<file path="src/rtl/midi_pkg.sv">
// Shared MIDI constants, event classes and allocator FSM states.
// Imported by the voice allocator and its LRU age tracker.
package midi_pkg;

    localparam logic [3:0] MIDI_NOTE_ON  = 4'h9;
    localparam logic [3:0] MIDI_NOTE_OFF = 4'h8;
    localparam logic [7:0] MIDDLE_C      = 8'd60;

    typedef enum logic [1:0] {
        EV_NONE,
        EV_ON,
        EV_OFF
    } ev_t;

    typedef enum logic [1:0] {
        IDLE,
        SCAN,
        COMMIT
    } state_t;

    // Velocity-zero note-on is a note-off by MIDI running-status habit.
    function automatic ev_t classify(
        input logic [3:0] st,
        input logic [7:0] vel
    );
        if (st == MIDI_NOTE_ON && vel != 8'd0)
            return EV_ON;
        if (st == MIDI_NOTE_OFF || st == MIDI_NOTE_ON)
            return EV_OFF;
        return EV_NONE;
    endfunction

endpackage

</file>
<file path="src/rtl/midi_voice_allocator_lru.sv">
// Least-recently-triggered tracker: one age per voice, kept as a permutation.
// Age 0 is the newest trigger, NUM_VOICES-1 the steal candidate.
module voice_lru
    import midi_pkg::*;
#(
    parameter int NUM_VOICES = 4,
    parameter int VIDX_W     = $clog2(NUM_VOICES)
) (
    input  logic                                 clk_in,
    input  logic                                 rst_in,
    input  logic                                 commit,
    input  logic [VIDX_W-1:0]                    idx,
    output logic [VIDX_W-1:0]                    oldest_idx,
    output logic [NUM_VOICES-1:0][VIDX_W-1:0]    ages
);

    localparam logic [VIDX_W-1:0] AGE_MAX = VIDX_W'(NUM_VOICES - 1);

    // Committed voice becomes newest; younger voices each age by one.
    always_ff @(posedge clk_in) begin
        if (rst_in) begin
            for (int i = 0; i < NUM_VOICES; i++)
                ages[i] <= VIDX_W'(NUM_VOICES - 1 - i);
        end else if (commit) begin
            for (int i = 0; i < NUM_VOICES; i++) begin
                if (VIDX_W'(i) == idx)
                    ages[i] <= '0;
                else if (ages[i] < ages[idx])
                    ages[i] <= ages[i] + 1'b1;
            end
        end
    end

    // Locate the voice carrying the maximum age.
    always_comb begin
        oldest_idx = '0;
        for (int i = 0; i < NUM_VOICES; i++)
            if (ages[i] == AGE_MAX)
                oldest_idx = VIDX_W'(i);
    end

endmodule

</file>
<file path="src/rtl/midi_voice_allocator.sv">
// Polyphonic voice allocator: scans voices one per cycle, then commits
// a note-on (match > free > oldest) or a note-off release.
module midi_voice_allocator
    import midi_pkg::*;
#(
    parameter int NUM_VOICES = 4,
    parameter int VIDX_W     = $clog2(NUM_VOICES)
) (
    input  logic                              clk_in,
    input  logic                              rst_in,
    input  logic [3:0]                        status,
    input  logic [7:0]                        data_byte1,
    input  logic [7:0]                        data_byte2,
    input  logic                              valid_in,
    output logic                              ready_out,
    output logic                              drop_out,
    output logic [NUM_VOICES-1:0][7:0]        voice_note,
    output logic [NUM_VOICES-1:0]             voice_gate,
    output logic [NUM_VOICES-1:0]             voice_trigger
);

    localparam logic [VIDX_W-1:0] LAST = VIDX_W'(NUM_VOICES - 1);

    state_t                           state;
    state_t                           state_nxt;
    ev_t                              ev_in;
    ev_t                              ev_q;
    logic [7:0]                       note_q;
    logic [VIDX_W-1:0]                scan_idx;
    logic                             match_found;
    logic [VIDX_W-1:0]                match_idx;
    logic                             free_found;
    logic [VIDX_W-1:0]                free_idx;
    logic                             old_found;
    logic [VIDX_W-1:0]                old_idx;
    logic [VIDX_W-1:0]                target;
    logic                             accept;
    logic                             lru_commit;
    logic [VIDX_W-1:0]                lru_oldest;
    logic [NUM_VOICES-1:0][VIDX_W-1:0] ages;

    assign ev_in      = classify(status, data_byte2);
    assign lru_commit = (state == COMMIT) && (ev_q == EV_ON);

    voice_lru #(
        .NUM_VOICES (NUM_VOICES),
        .VIDX_W     (VIDX_W)
    ) u_lru (
        .clk_in     (clk_in),
        .rst_in     (rst_in),
        .commit     (lru_commit),
        .idx        (target),
        .oldest_idx (lru_oldest),
        .ages       (ages)
    );

    // Note-on target: retrigger a match, else a free voice, else steal.
    always_comb begin
        target = lru_oldest;
        if (match_found)
            target = match_idx;
        else if (free_found)
            target = free_idx;
        else if (old_found)
            target = old_idx;
    end

    // FSM state register.
    always_ff @(posedge clk_in) begin
        if (rst_in)
            state <= IDLE;
        else
            state <= state_nxt;
    end

    // Next state and handshake outputs.
    always_comb begin
        state_nxt = state;
        ready_out = 1'b0;
        accept    = 1'b0;
        unique case (state)
            IDLE: begin
                ready_out = 1'b1;
                accept    = valid_in && (ev_in != EV_NONE);
                if (accept)
                    state_nxt = SCAN;
            end
            SCAN: begin
                if (scan_idx == LAST)
                    state_nxt = COMMIT;
            end
            COMMIT: state_nxt = IDLE;
            default: state_nxt = IDLE;
        endcase
    end

    // Event latch, per-voice scan recording and commit of voice state.
    always_ff @(posedge clk_in) begin
        if (rst_in) begin
            for (int i = 0; i < NUM_VOICES; i++)
                voice_note[i] <= MIDDLE_C;
            voice_gate    <= '0;
            voice_trigger <= '0;
            drop_out      <= 1'b0;
            ev_q          <= EV_NONE;
            note_q        <= '0;
            scan_idx      <= '0;
            match_found   <= 1'b0;
            match_idx     <= '0;
            free_found    <= 1'b0;
            free_idx      <= '0;
            old_found     <= 1'b0;
            old_idx       <= '0;
        end else begin
            drop_out      <= valid_in && (state != IDLE);
            voice_trigger <= '0;
            unique case (state)
                IDLE: begin
                    if (accept) begin
                        ev_q        <= ev_in;
                        note_q      <= data_byte1;
                        scan_idx    <= '0;
                        match_found <= 1'b0;
                        free_found  <= 1'b0;
                        old_found   <= 1'b0;
                    end
                end
                SCAN: begin
                    if (!match_found && voice_gate[scan_idx] &&
                        voice_note[scan_idx] == note_q) begin
                        match_found <= 1'b1;
                        match_idx   <= scan_idx;
                    end
                    if (!free_found && !voice_gate[scan_idx]) begin
                        free_found <= 1'b1;
                        free_idx   <= scan_idx;
                    end
                    if (ages[scan_idx] == LAST) begin
                        old_found <= 1'b1;
                        old_idx   <= scan_idx;
                    end
                    scan_idx <= scan_idx + 1'b1;
                end
                COMMIT: begin
                    if (ev_q == EV_ON) begin
                        voice_note[target]    <= note_q;
                        voice_gate[target]    <= 1'b1;
                        voice_trigger[target] <= 1'b1;
                    end else if (ev_q == EV_OFF && match_found) begin
                        voice_gate[match_idx] <= 1'b0;
                    end
                end
                default: ;
            endcase
        end
    end

endmodule

</file>
<file path="config.mk">
export PLATFORM = sky130hd
export DESIGN_NAME = midi_voice_allocator
export DESIGN_NICKNAME = d
export VERILOG_FILES = /design/src/rtl/midi_pkg.sv /design/src/rtl/midi_voice_allocator_lru.sv /design/src/rtl/midi_voice_allocator.sv
export SDC_FILE = /design/constraint.sdc
export NUM_CORES = 1
export LEC_CHECK = 0
export CORE_MARGIN = 1.5
export CORE_UTILIZATION = 57
export CTS_CLUSTER_SIZE = 40
export DETAILED_ROUTE_END_ITERATION = 16
export HOLD_SLACK_MARGIN = 0.1
export PLACE_DENSITY = 0.95
export SETUP_SLACK_MARGIN = 0.02
export SLEW_MARGIN = 20
export SYNTH_ARGS = -nofsm -noshare
export SYNTH_HDL_FRONTEND = slang
export SYNTH_HIERARCHICAL = 1
export SYNTH_SLANG_ARGS = --single-unit
export TNS_END_PERCENT = 100
</file>
<file path="constraint.sdc">
create_clock -name clk_in -period 4.8 [get_ports clk_in]
set_clock_uncertainty 0.05 [all_clocks]
set_input_delay 1.2 -clock clk_in [delete_from_list [all_inputs] [get_ports clk_in]]
set_output_delay 1.2 -clock clk_in [all_outputs]
set_load 0.05 [all_outputs]
</file>
==> results of run 1 <==
[worst max-delay path, delay by kind of cell, from the launching register on]
kind,cells,cell delay [ps]
AO/OA/AOI/OAI,4,960
adder cells (fa/ha/maj),2,510
buffers and inverters,3,520
flip-flops,1,370
multiplexers,3,940
AND/OR/NAND/NOR,1,290
[stage by stage]
stage	hold slack [ps]	worst slack [ps]
after floorplan	410	1590
after global placement	424	1420
after detailed placement	428	1230
after CTS	439	1190
after global routing	475	738
final	441	1050
[metal layers]
| layer | vias to the layer above | routed length (µm) | track usage [%] |
|---|---|---|---|
| met5 | - | 0 | 0 |
| met2 | 210 | 5050 | 49.7 |
| met3 | 27 | 797 | 5.86 |
| met1 | 1703 | 4160 | 38.2 |
| met4 | 0 | 257 | 11.1 |
| li1 | 1593 | - | - |
[worst paths after layout]
kind | start | endpoint | slack (ps) | cells past startpoint
min | voice_gate[0] | voice_gate[0] | 440 | 2
min reg2reg | voice_gate[0] | voice_gate[0] | 440 | 2
max reg2reg | u_lru/ages[4] | u_lru/ages[1] | 1050 | 13
max | u_lru/ages[4] | u_lru/ages[1] | 1050 | 13
[layout make-up]
class                      instances  area share (%)
clock buffer                      10            2.83
inverter                          11           0.916
tap                               75            2.08
clock inverter                     6            1.53
timing repair buffer              68            15.2
multi-input combinational        298            45.4
sequential                        72            32.0
[power breakdown]
| group | internal [mW] | switching (mW) | leakage [nW] |
|---|---|---|---|
| clock | 0.243 | 0.247 | 0.0968 |
| combinational | 0.0292 | 0.0273 | 0.885 |
| sequential | 0.600 | 0.00524 | 0.581 |
[cell families after synthesis]
kind of cell	after synthesis
flip-flops	72
adder cells (fa/ha/maj)	8
buffers and inverters	35
AO/OA/AOI/OAI	107
multiplexers	31
XOR/XNOR	8
AND/OR/NAND/NOR	144
[state kept, by name, indices dropped and copies added (netlist names), 2 cells and up]
signal	flops
voice_gate	4
scan_idx	2
voice_trigger	4
state	2
voice_note	32
match_idx	2
free_idx	2
note_q	8
ev_q	2
old_idx	2
u_lru/ages	8
[layout by cell type (no fill, tap or decap), drive strengths merged, types with 2 or more instances in the layout]
cell,netlist,routed
clkinv,0,3
o31ai,9,9
clkdlybuf4s50,0,63
mux4,10,10
xnor2,7,7
o21ai,42,42
mux2i,20,20
ha,8,8
nor3b,5,5
o21a,4,4
and3b,2,2
o31a,5,5
nor2,26,26
dfxtp,72,72
nand4,4,4
or3b,2,2
nand3,54,54
nor2b,6,6
a21oi,34,34
nor3,5,5
or2,2,2
nand2,16,16
inv,11,12
or4,2,2
a211oi,2,2
a31oi,3,3
buf,9,5
clkbuf,15,10
nand3b,4,4
nand2b,10,10
==> impl_summary.txt, run 1 <==
----------------------------------------------------
[Synthesis]
  Post-synthesis xor/xnor area fraction ... 2.13%
  Adder-cell share of the synthesized area ... 2.74%
  Post-synthesis register bit count ... 72
  Async S/R FF share, synth ... 0%
  Yosys cell types ... 53
  Share of synthesized area spent on multiplexers ... 12.2%
  Share of the synthesized area in compound gates (AO/OA/AOI/OAI) ... between 15 and 20%
  Area fraction of the dominant cell type after synthesis ... 39.5%
  Yosys warnings ... 6
  Top cell type by total area after synthesis ... sky130_fd_sc_hd__dfxtp_1
  Number of enable flip-flop cells after synthesis ... 0
  Netlist Area Pre-Place ... 3650 µm²
  Post-synthesis share of cell area spent on and, or, nand and nor gates ... a little over a fifth
  Post-Syn Instances ... 405
  Dominant cells by area after synthesis ... sky130_fd_sc_hd__dfxtp_1, sky130_fd_sc_hd__nand3_1, sky130_fd_sc_hd__mux4_2
  Commonest register cell after synthesis ... sky130_fd_sc_hd__dfxtp_1
  Post-synthesis sequential area ratio ... between 30% and 40%
  Post-synthesis net count ... 436
  Syn Area/Cell ... 9.01 µm²
  Dominant combinational cell family by area after synthesis ... simple AND/OR/NAND/NOR gates
  Most frequent cells after synthesis ... sky130_fd_sc_hd__dfxtp_1, sky130_fd_sc_hd__nand3_1, sky130_fd_sc_hd__o21ai_1
  Most frequent cell after synthesis ... sky130_fd_sc_hd__dfxtp_1

[Global route]
  Maximum number of pins on one net before global-route repair ... 62
  Total routing resource utilization after global routing ... between 20% and 30%
  Global route overflow ... 0
  Number of global-route vias before repair ... 3396
  Global-route wire length before repair ... 16400 µm
  Antenna violations before repair ... 0

[Power]
  Post-layout total power ... 1.15 mW
  Leakage power ... 1.56 nW
  Worst VDD drop ... 0.213 mV
  Power per cell area ... 256 nW/µm²

[STA]
  Fin. max-slew vios ... 0
  Max Clk Rate ... 267 MHz
  Slew HR ... a little under two fifths
  Worst Tran Pin Value ... between 900 and 1000 ps
  Setup TNS ... 0 ps
  RSZ-0062 raised after global routing ... false
  Final setup violating endpoints ... 0
  Final critical path time including I/O delays and setup ... between 3000 and 4000 ps
  Final-report hold violation count ... 0
  Final worst path period share ... 78.1%

[Place]
  Half-perimeter wire length after detailed placement ... around 6500 µm
  Count of input and output buffers ... 64
  Number of instances in the placed design ... 523
  Cell area after placement ... 4280 µm²
  GPL Wtd Cong ... 0.955

[Worst setup path]
  CP dominant cell by count ... sky130_fd_sc_hd__inv_1
  Required time worst endpoint ... 4990 ps
  CP peak stage delay ... 630 ps
  Critical Path AT ... a little under 4000 ps
  Startpoint kind of the worst setup timing path ... flip-flop
  Cell-by-cell trace of the critical path ... ha_1, inv_1, a21o_1, mux2i_1, o21ai_1, mux2i_1, inv_1, mux4_1, inv_1, ha_1, nor3b_1, o21ai_0, a221o_1
  Type of the setup path with the least slack ... flip-flop to flip-flop
  Highest-delay cell along the critical path ... sky130_fd_sc_hd__mux4_1
  Critical path peak fanout ... 9
  Kind of end point of the critical path ... flip-flop

[Layout]
  Antenna cells ... 0
  Non-filler cells in the finished layout ... 540
  Area delta synth->final ... 23.4%
  Area of the multi-input gates ... around 2000 µm²
  Fin nets ... 491
  Share of final-layout standard cells stronger than drive strength 1 ... 9.25%
  Register Area ... 1440 µm²
  Final core area utilization ... about three quarters
  Finished Cell Area ... 4510 µm²
  Filler cell count ... roughly 430

[CTS]
  Clock-pin slew reported for the worst setup and hold paths after clock tree synthesis ... 80 ps
  Number of buffers between clock root and the deepest sink ... 2
  Setup fix buffers added after clock tree synthesis ... 0
  Insertion delay to the later sink of the worst-skew pair ... 360 ps
  Hold Buf Count CTS ... 0
  Post-cts resize count ... 0
  Clock root buffer ... sky130_fd_sc_hd__clkbuf_8
  CTS HTree Levels ... 3
  Number of CTS-inserted buffers ... 9
  Total clock sinks ... 72
  CTS tree ... yes

[Floorplanning]
  Total Die Area ... around 6900 µm²
  Number of standard-cell rows in the floorplan ... 28
  Starting density of the core ... 60.2%
  Die boundary height ... 83.0 µm
  Floorplan die width ... 83.0 µm
  Number of top-level pins ... 65
  Core area ... ~6100 µm²

[Detailed routing]
  Antenna violation net count after detailed routing ... 0
  DRC errors left ... 0
  Routed vias/inst ... 6.54
  Initial DRC Count ... 347
  Pre-antenna DRT Iters ... 7
  Total length of routed wires ... just over 10000 µm
  Detailed-route wire length per cell ... approximately 19 µm
  Overall via count from detail_route ... 3533

[Flow run]
  Max Cap Violations ... 0

[Worst hold path]
  Kind of path behind the tightest hold check ... flip-flop to flip-flop

[Outcome]
  Outcome ... completed

----------------------------------------------------
No activity file was read; power rests on OpenSTA's default activity.
==> run 2, diff against run 1 <==
CORE_UTILIZATION = 53   (was 57)
PLACE_DENSITY = 0.9   (was 0.95)
clock period = 3.6 ns   (was 4.8 ns; I/O delays follow)
==> impl_summary.txt, run 2 (synthesis gave the netlist of run 1 again) <==
----------------------------------------------------
[Detailed routing]
  Metal-1 WL ... ~4000 µm
  Met2 routed wirelength ... approximately 5000 µm
  Total length of routed wires ... 10400 µm
  Routed vias/inst ... 6.38
  Initial DRC Count ... about 340
  Pre-antenna DRT Iters ... 5
  Antenna violation net count after detailed routing ... 0
  DRC errors left ... 0
  Detailed-route wire length per cell ... 18.9 µm
  Met3 layer wire length in the routed design ... between 1000 and 1500 µm
  Highest metal layer with signal wires ... met4
  Overall via count from detail_route ... 3504

[Worst setup path]
  Capture point of the worst reg-to-reg path ... u_lru/ages[4]
  Kind of end point of the critical path ... flip-flop
  Combined buffer and inverter count along the critical path ... 3
  Cell-by-cell trace of the critical path ... ha_1, inv_1, a21o_1, mux2i_1, o21ai_2, mux2i_2, inv_1, mux4_1, inv_1, ha_1, nor2_1, a21oi_1, or3b_2, o31a_1
  CP peak stage delay ... 480 ps
  Critical path peak fanout ... 6
  Worst R2R Setup Slack ... ~240 ps
  Kind of cell adding the most delay to the critical path ... multiplexers
  Required time worst endpoint ... 3800 ps
  Startpoint kind of the worst setup timing path ... flip-flop
  Length in cells of the worst reg-to-reg path ... 14
  Highest-delay cell along the critical path ... sky130_fd_sc_hd__mux4_1
  Reg-to-reg critical path startpoint ... u_lru/ages[4]
  Type of the setup path with the least slack ... flip-flop to flip-flop
  CP dominant cell by count ... sky130_fd_sc_hd__inv_1
  Critical Path AT ... 3560 ps

[CTS]
  CTS HTree Levels ... 3
  Clock root buffer ... sky130_fd_sc_hd__clkbuf_8
  Number of CTS-inserted buffers ... 9
  Clock-pin slew reported for the worst setup and hold paths after clock tree synthesis ... approximately 80 ps
  Insertion delay to the later sink of the worst-skew pair ... 350 ps
  Total clock sinks ... ~70
  Number of buffers between clock root and the deepest sink ... 2
  Hold Buf Count CTS ... 0
  CTS tree ... yes

[STA]
  Fin. max-slew vios ... 0
  Setup TNS ... 0 ps
  Final worst path period share ... 93.5%
  Max Clk Rate ... 297 MHz
  Worst Tran Pin Value ... 936 ps
  RSZ-0062 raised after global routing ... false
  Final-report hold violation count ... 0
  Final setup violating endpoints ... 0
  Worst Setup Slack, final ... 235 ps
  Slew HR ... 37.2%
  Final critical path time including I/O delays and setup ... 3360 ps

[Place]
  GPL Wtd Cong ... 0.867
  Worst slack after detailed placement ... 228 ps
  Cell area after placement ... between 4000 and 5000 µm²
  Half-perimeter wire length after detailed placement ... 6860 µm
  Count of input and output buffers ... 64

[Power]
  Leakage power ... between 1.5 and 2 nW
  Pint ... 1.24 mW
  Switching share of total power ... approximately 22%
  Relative contribution of combinational cells to total power ... 4.6%
  Power per cell area ... 350 nW/µm²
  Clock share of power ... ~45%
  Sequential group share of total power ... 50.7%
  Psw ... around 0.35 mW
  Post-layout total power ... 1.59 mW
  Worst VDD drop ... 0.285 mV

[Layout]
  Finished Cell Area ... 4560 µm²
  Largest registers ... voice_note (32), note_q (8), u_lru/ages (8)
  Most frequent cells in the layout ... sky130_fd_sc_hd__dfxtp_1, sky130_fd_sc_hd__clkdlybuf4s50_1, sky130_fd_sc_hd__nand3_1, sky130_fd_sc_hd__o21ai_1, sky130_fd_sc_hd__a21oi_1
  Final core area utilization ... about two thirds
  Area delta synth->final ... 24.9%
  Largest Register ... voice_note
  Most frequent standard cell in the layout excluding fill and tap cells ... sky130_fd_sc_hd__dfxtp_1
  Largest register FFs ... 32
  Fin nets ... 496
  Share of final-layout standard cells stronger than drive strength 1 ... approximately a tenth
  Antenna cells ... 0

[Worst hold path]
  Worst hold endpoint ... voice_note[25]
  Hold depth ... 2
  Kind of path behind the tightest hold check ... flip-flop to flip-flop
  Hold Path Origin ... voice_note[25]

[Global route]
  Maximum number of pins on one net before global-route repair ... 36
  Number of global-route vias before repair ... around 3200
  Antenna violations before repair ... 0
  Global-route wire length before repair ... approximately 16000 µm
  Total routing resource utilization after global routing ... between 20% and 30%
  Global route overflow ... 0

[Floorplanning]
  Number of standard-cell rows in the floorplan ... 30
  Total Die Area ... 7390 µm²
  Number of top-level pins ... 65
  Starting density of the core ... 54.3%
  Floorplan die width ... 86.0 µm
  Core area ... 6720 µm²
  Die boundary height ... ~86 µm

[Flow run]
  Max Cap Violations ... 0

[Outcome]
  Outcome ... completed

----------------------------------------------------
-- run 2: area by class of cell --
type                            instances  area [µm²]
Inverter                               11        41.3
Clock buffer                           10         138
Fill cell                             499        2160
Multi-Input combinational cell        298        2050
Sequential cell                        72        1440
Timing Repair Buffer                   73         703
Tap cell                               80         100
Clock inverter                          5        81.3
-- run 2: worst max-delay path by stage --
stage	start	endpoint	cells past startpoint
floorplan	u_lru/ages[4]	u_lru/ages[4]	15
global placement	u_lru/ages[4]	u_lru/ages[4]	14
detailed placement	u_lru/ages[6]	u_lru/ages[4]	13
CTS	u_lru/ages[6]	u_lru/ages[4]	13
global route	u_lru/ages[4]	u_lru/ages[1]	13
finish	u_lru/ages[4]	u_lru/ages[4]	14
-- run 2: worst register-to-register path, stage by stage, from the launching register on --
cell,delay (ps)
sky130_fd_sc_hd__dfxtp_1,410
sky130_fd_sc_hd__ha_1,190
sky130_fd_sc_hd__inv_1,40
sky130_fd_sc_hd__a21o_1,170
sky130_fd_sc_hd__mux2i_1,210
sky130_fd_sc_hd__o21ai_2,150
sky130_fd_sc_hd__mux2i_2,250
sky130_fd_sc_hd__inv_1,110
sky130_fd_sc_hd__mux4_1,480
sky130_fd_sc_hd__inv_1,160
sky130_fd_sc_hd__ha_1,270
sky130_fd_sc_hd__nor2_1,130
sky130_fd_sc_hd__a21oi_1,80
sky130_fd_sc_hd__or3b_2,440
sky130_fd_sc_hd__o31a_1,110
-- run 2: per-stage QoR --
step / std cells / hold WS (ps)
global route: 549 / 466
global placement: 534 / 427
floorplan: 405 / 410
detailed placement: 534 / 433
CTS: 549 / 449
finish: 549 / 449
-- run 2: repair_timing --
action | 4_1_cts | 5_1_grt
setup buffers | 0 | 0
endpoints found under the hold margin | 0 | 0
resized for setup | 0 | 2
endpoints found under the setup margin | 0 | 3
-- run 2: metal layers --
layer  GRT usage, %  vias to the layer above
met5              0                        -
met4           12.5                        0
met3           8.08                       37
met2           46.0                      214
met1           34.7                     1653
li1               -                     1600
-- run 2: power by group through the flow --
stage,clock network [mW],registers (mW),logic (mW)
after floorplan,0,0.824,0.0402
after global placement,0,0.826,0.0706
after detailed placement,0,0.826,0.0723
after CTS,0.713,0.808,0.0730
after global routing,0.748,0.809,0.0784
final,0.712,0.809,0.0736
==> run 3, diff against run 2 <==
ABC_AREA = 1   (was not set)
CELL_PAD_IN_SITES_DETAIL_PLACEMENT = 0   (was not set)
CELL_PAD_IN_SITES_GLOBAL_PLACEMENT = 2   (was not set)
CORE_UTILIZATION = 29   (was 53)
==> impl_summary.txt, run 3 <==
----------------------------------------------------
[Global route]
  Maximum number of pins on one net before global-route repair ... 40
  GR Util met2 ... 28.4%
  Global-route wire length before repair ... 16800 µm
  Global routing met1 resource utilization ... 20.5%
  Antenna violations before repair ... 0
  Routing usage on met3 ... 5.15%
  Number of global-route vias before repair ... 3325
  Global route overflow ... 0
  Busiest metal layer after global routing ... met2
  Total routing resource utilization after global routing ... between 10% and 20%

[Power]
  Post-layout total power ... 1.95 mW
  Power per cell area ... around 420 nW/µm²
  Relative contribution of combinational cells to total power ... about 8%
  Pint ... 1.51 mW
  Switching share of total power ... 22.7%
  Sequential group share of total power ... around two fifths
  Worst VDD drop ... 0.189 mV
  Leakage power ... slightly above 2 nW
  Psw ... roughly 0.44 mW
  Clock share of power ... between 50% and 60%

[Synthesis]
  Syn Area/Cell ... 6.95 µm²
  Area fraction of the dominant cell type after synthesis ... 40.6%
  Most frequent cell after synthesis ... sky130_fd_sc_hd__nand2_1
  Yosys warnings ... 6
  Post-synthesis sequential area ratio ... between 40% and 50%
  Async S/R FF share, synth ... 0%
  Number of enable flip-flop cells after synthesis ... 0
  Commonest register cell after synthesis ... sky130_fd_sc_hd__dfxtp_1
  Most frequent cells after synthesis ... sky130_fd_sc_hd__nand2_1, sky130_fd_sc_hd__dfxtp_1, sky130_fd_sc_hd__a21oi_1
  Post-synthesis net count ... 542
  Dominant cells by area after synthesis ... sky130_fd_sc_hd__dfxtp_1, sky130_fd_sc_hd__nand2_1, sky130_fd_sc_hd__a21oi_1
  Netlist Area Pre-Place ... about 3500 µm²
  Post-Syn Instances ... 511
  Top cell type by total area after synthesis ... sky130_fd_sc_hd__dfxtp_1
  Yosys cell types ... 35
  Post-synthesis register bit count ... just over 70

[CTS]
  CTS tree ... yes
  Total clock sinks ... 72
  Clock root buffer ... sky130_fd_sc_hd__clkbuf_16
  Hold Buf Count CTS ... 0
  Number of buffers between clock root and the deepest sink ... 2
  Insertion delay to the later sink of the worst-skew pair ... 330 ps
  Setup fix buffers added after clock tree synthesis ... 0
  Number of CTS-inserted buffers ... 9
  Clock-pin slew reported for the worst setup and hold paths after clock tree synthesis ... about 60 ps
  CTS HTree Levels ... 3
  Post-cts resize count ... 0

[Detailed routing]
  Pre-antenna DRT Iters ... 4
  Initial DRC Count ... 234
  Total length of routed wires ... 10100 µm
  Routed vias/inst ... 4.80
  Overall via count from detail_route ... approximately 3500
  Detailed-route wire length per cell ... 13.9 µm
  Antenna violation net count after detailed routing ... 0
  DRC errors left ... 0

[Place]
  Half-perimeter wire length after detailed placement ... 6900 µm
  Worst slack after detailed placement ... 488 ps
  Cell area after placement ... 4330 µm²
  Number of instances in the placed design ... 711
  GPL Wtd Cong ... approximately 0.74
  Count of input and output buffers ... 64

[Layout]
  Most frequent cells in the layout ... sky130_fd_sc_hd__nand2_1, sky130_fd_sc_hd__dfxtp_1, sky130_fd_sc_hd__clkdlybuf4s50_1, sky130_fd_sc_hd__a21oi_1, sky130_fd_sc_hd__nand3_1
  Area of the multi-input gates ... approximately 1800 µm²
  Non-filler cells in the finished layout ... 727
  Fin nets ... between 600 and 700
  Most frequent standard cell in the layout excluding fill and tap cells ... sky130_fd_sc_hd__nand2_1
  Antenna cells ... 0
  Area delta synth->final ... 31.2%
  Share of final-layout standard cells stronger than drive strength 1 ... 8.28%
  Largest registers ... voice_note (32), note_q (8), u_lru/ages (8)
  Register Area ... 1440 µm²
  Final core area utilization ... 38.9%
  Largest register FFs ... 32
  Finished Cell Area ... about 4700 µm²
  Filler cell count ... 1229
  Largest Register ... voice_note

[Floorplanning]
  Number of top-level pins ... 65
  Total Die Area ... 12900 µm²
  Die boundary height ... 114 µm
  Core area ... 12000 µm²
  Number of standard-cell rows in the floorplan ... 40
  Starting density of the core ... 29.7%
  Floorplan die width ... 114 µm

[Flow run]
  Max Cap Violations ... 0

[Worst setup path]
  Critical Path AT ... approximately 3300 ps
  Worst R2R Setup Slack ... 450 ps
  Kind of end point of the critical path ... flip-flop
  Startpoint kind of the worst setup timing path ... flip-flop
  Length in cells of the worst reg-to-reg path ... 18
  Required time worst endpoint ... 3770 ps
  Critical path peak fanout ... 9
  Type of the setup path with the least slack ... flip-flop to flip-flop

[Worst hold path]
  Kind of path behind the tightest hold check ... flip-flop to flip-flop
  Hold depth ... 2

[STA]
  Max Clk Rate ... 318 MHz
  Final critical path time including I/O delays and setup ... 3150 ps
  RSZ-0062 raised after global routing ... false
  Fin. max-slew vios ... 0
  Worst Setup Slack, final ... around 450 ps
  Setup TNS ... 0 ps
  Final setup violating endpoints ... 0
  Final-report hold violation count ... 0
  Worst Tran Pin Value ... 624 ps
  Final worst path period share ... around 87%
  Hold slack ... between 400 and 500 ps
  Slew HR ... 58.4%

[Outcome]
  Outcome ... completed

----------------------------------------------------
run 3: area by class of cell:
cell class,instances,share of cell area [%]
Timing Repair Buffer,69,14.6
Clock buffer,11,5.43
Sequential cell,72,31.0
Clock inverter,5,1.69
Multi-Input combinational cell,365,38.4
Tap cell,147,3.95
Inverter,58,5.00
run 3: worst max-delay path: stages (launching register included):
cell and delay (ps):
sky130_fd_sc_hd__dfxtp_1 460, sky130_fd_sc_hd__ha_1 190, sky130_fd_sc_hd__inv_1 50, sky130_fd_sc_hd__nand2_1 50, sky130_fd_sc_hd__nand2_1 50, sky130_fd_sc_hd__o211ai_1 160
sky130_fd_sc_hd__nand2_1 90, sky130_fd_sc_hd__o21ai_2 160, sky130_fd_sc_hd__inv_1 250, sky130_fd_sc_hd__nand2_1 200, sky130_fd_sc_hd__o2bb2ai_1 80, sky130_fd_sc_hd__a221oi_1 510
sky130_fd_sc_hd__ha_1 350, sky130_fd_sc_hd__nand2_1 60, sky130_fd_sc_hd__nand2_1 40, sky130_fd_sc_hd__nand2_1 90, sky130_fd_sc_hd__nand2_1 70, sky130_fd_sc_hd__nand2_1 80
sky130_fd_sc_hd__nand3_1 70
run 3: per-layer routing:
metal	wire length [µm]	share of wire [%]
met2	4900	48
met1	4690	46
met5	0	0
met4	100	0.99
met3	415	4.1
run 3: cell families (layout without fill, tap and decap cells):
logic type	after synthesis	after routing	synth area share, %
fa+ha+maj	8	8	2.82
flops	72	72	40.6
simple gates	236	236	29.0
xor+xnor	2	2	0.494
compound gates	119	119	18.1
buf+inv	74	143	8.99
run 3: power groups by stage:
| stage | clock, mW | sequential, mW | combinational (mW) |
|---|---|---|---|
| after CTS | 1.01 | 0.810 | 0.157 |
| after global routing | 1.04 | 0.811 | 0.177 |
| after detailed placement | 0 | 0.827 | 0.155 |
| final | 0.986 | 0.810 | 0.156 |
| after floorplan | 0 | 0.827 | 0.104 |
| after global placement | 0 | 0.827 | 0.154 |
run 3: worst paths after layout:
| path | start | end |
|---|---|---|
| worst min register to register | old_idx[0] | old_idx[0] |
| worst max register to register | u_lru/ages[4] | u_lru/ages[1] |
| worst max-delay path | u_lru/ages[4] | u_lru/ages[1] |
| worst min-delay path | old_idx[0] | old_idx[0] |
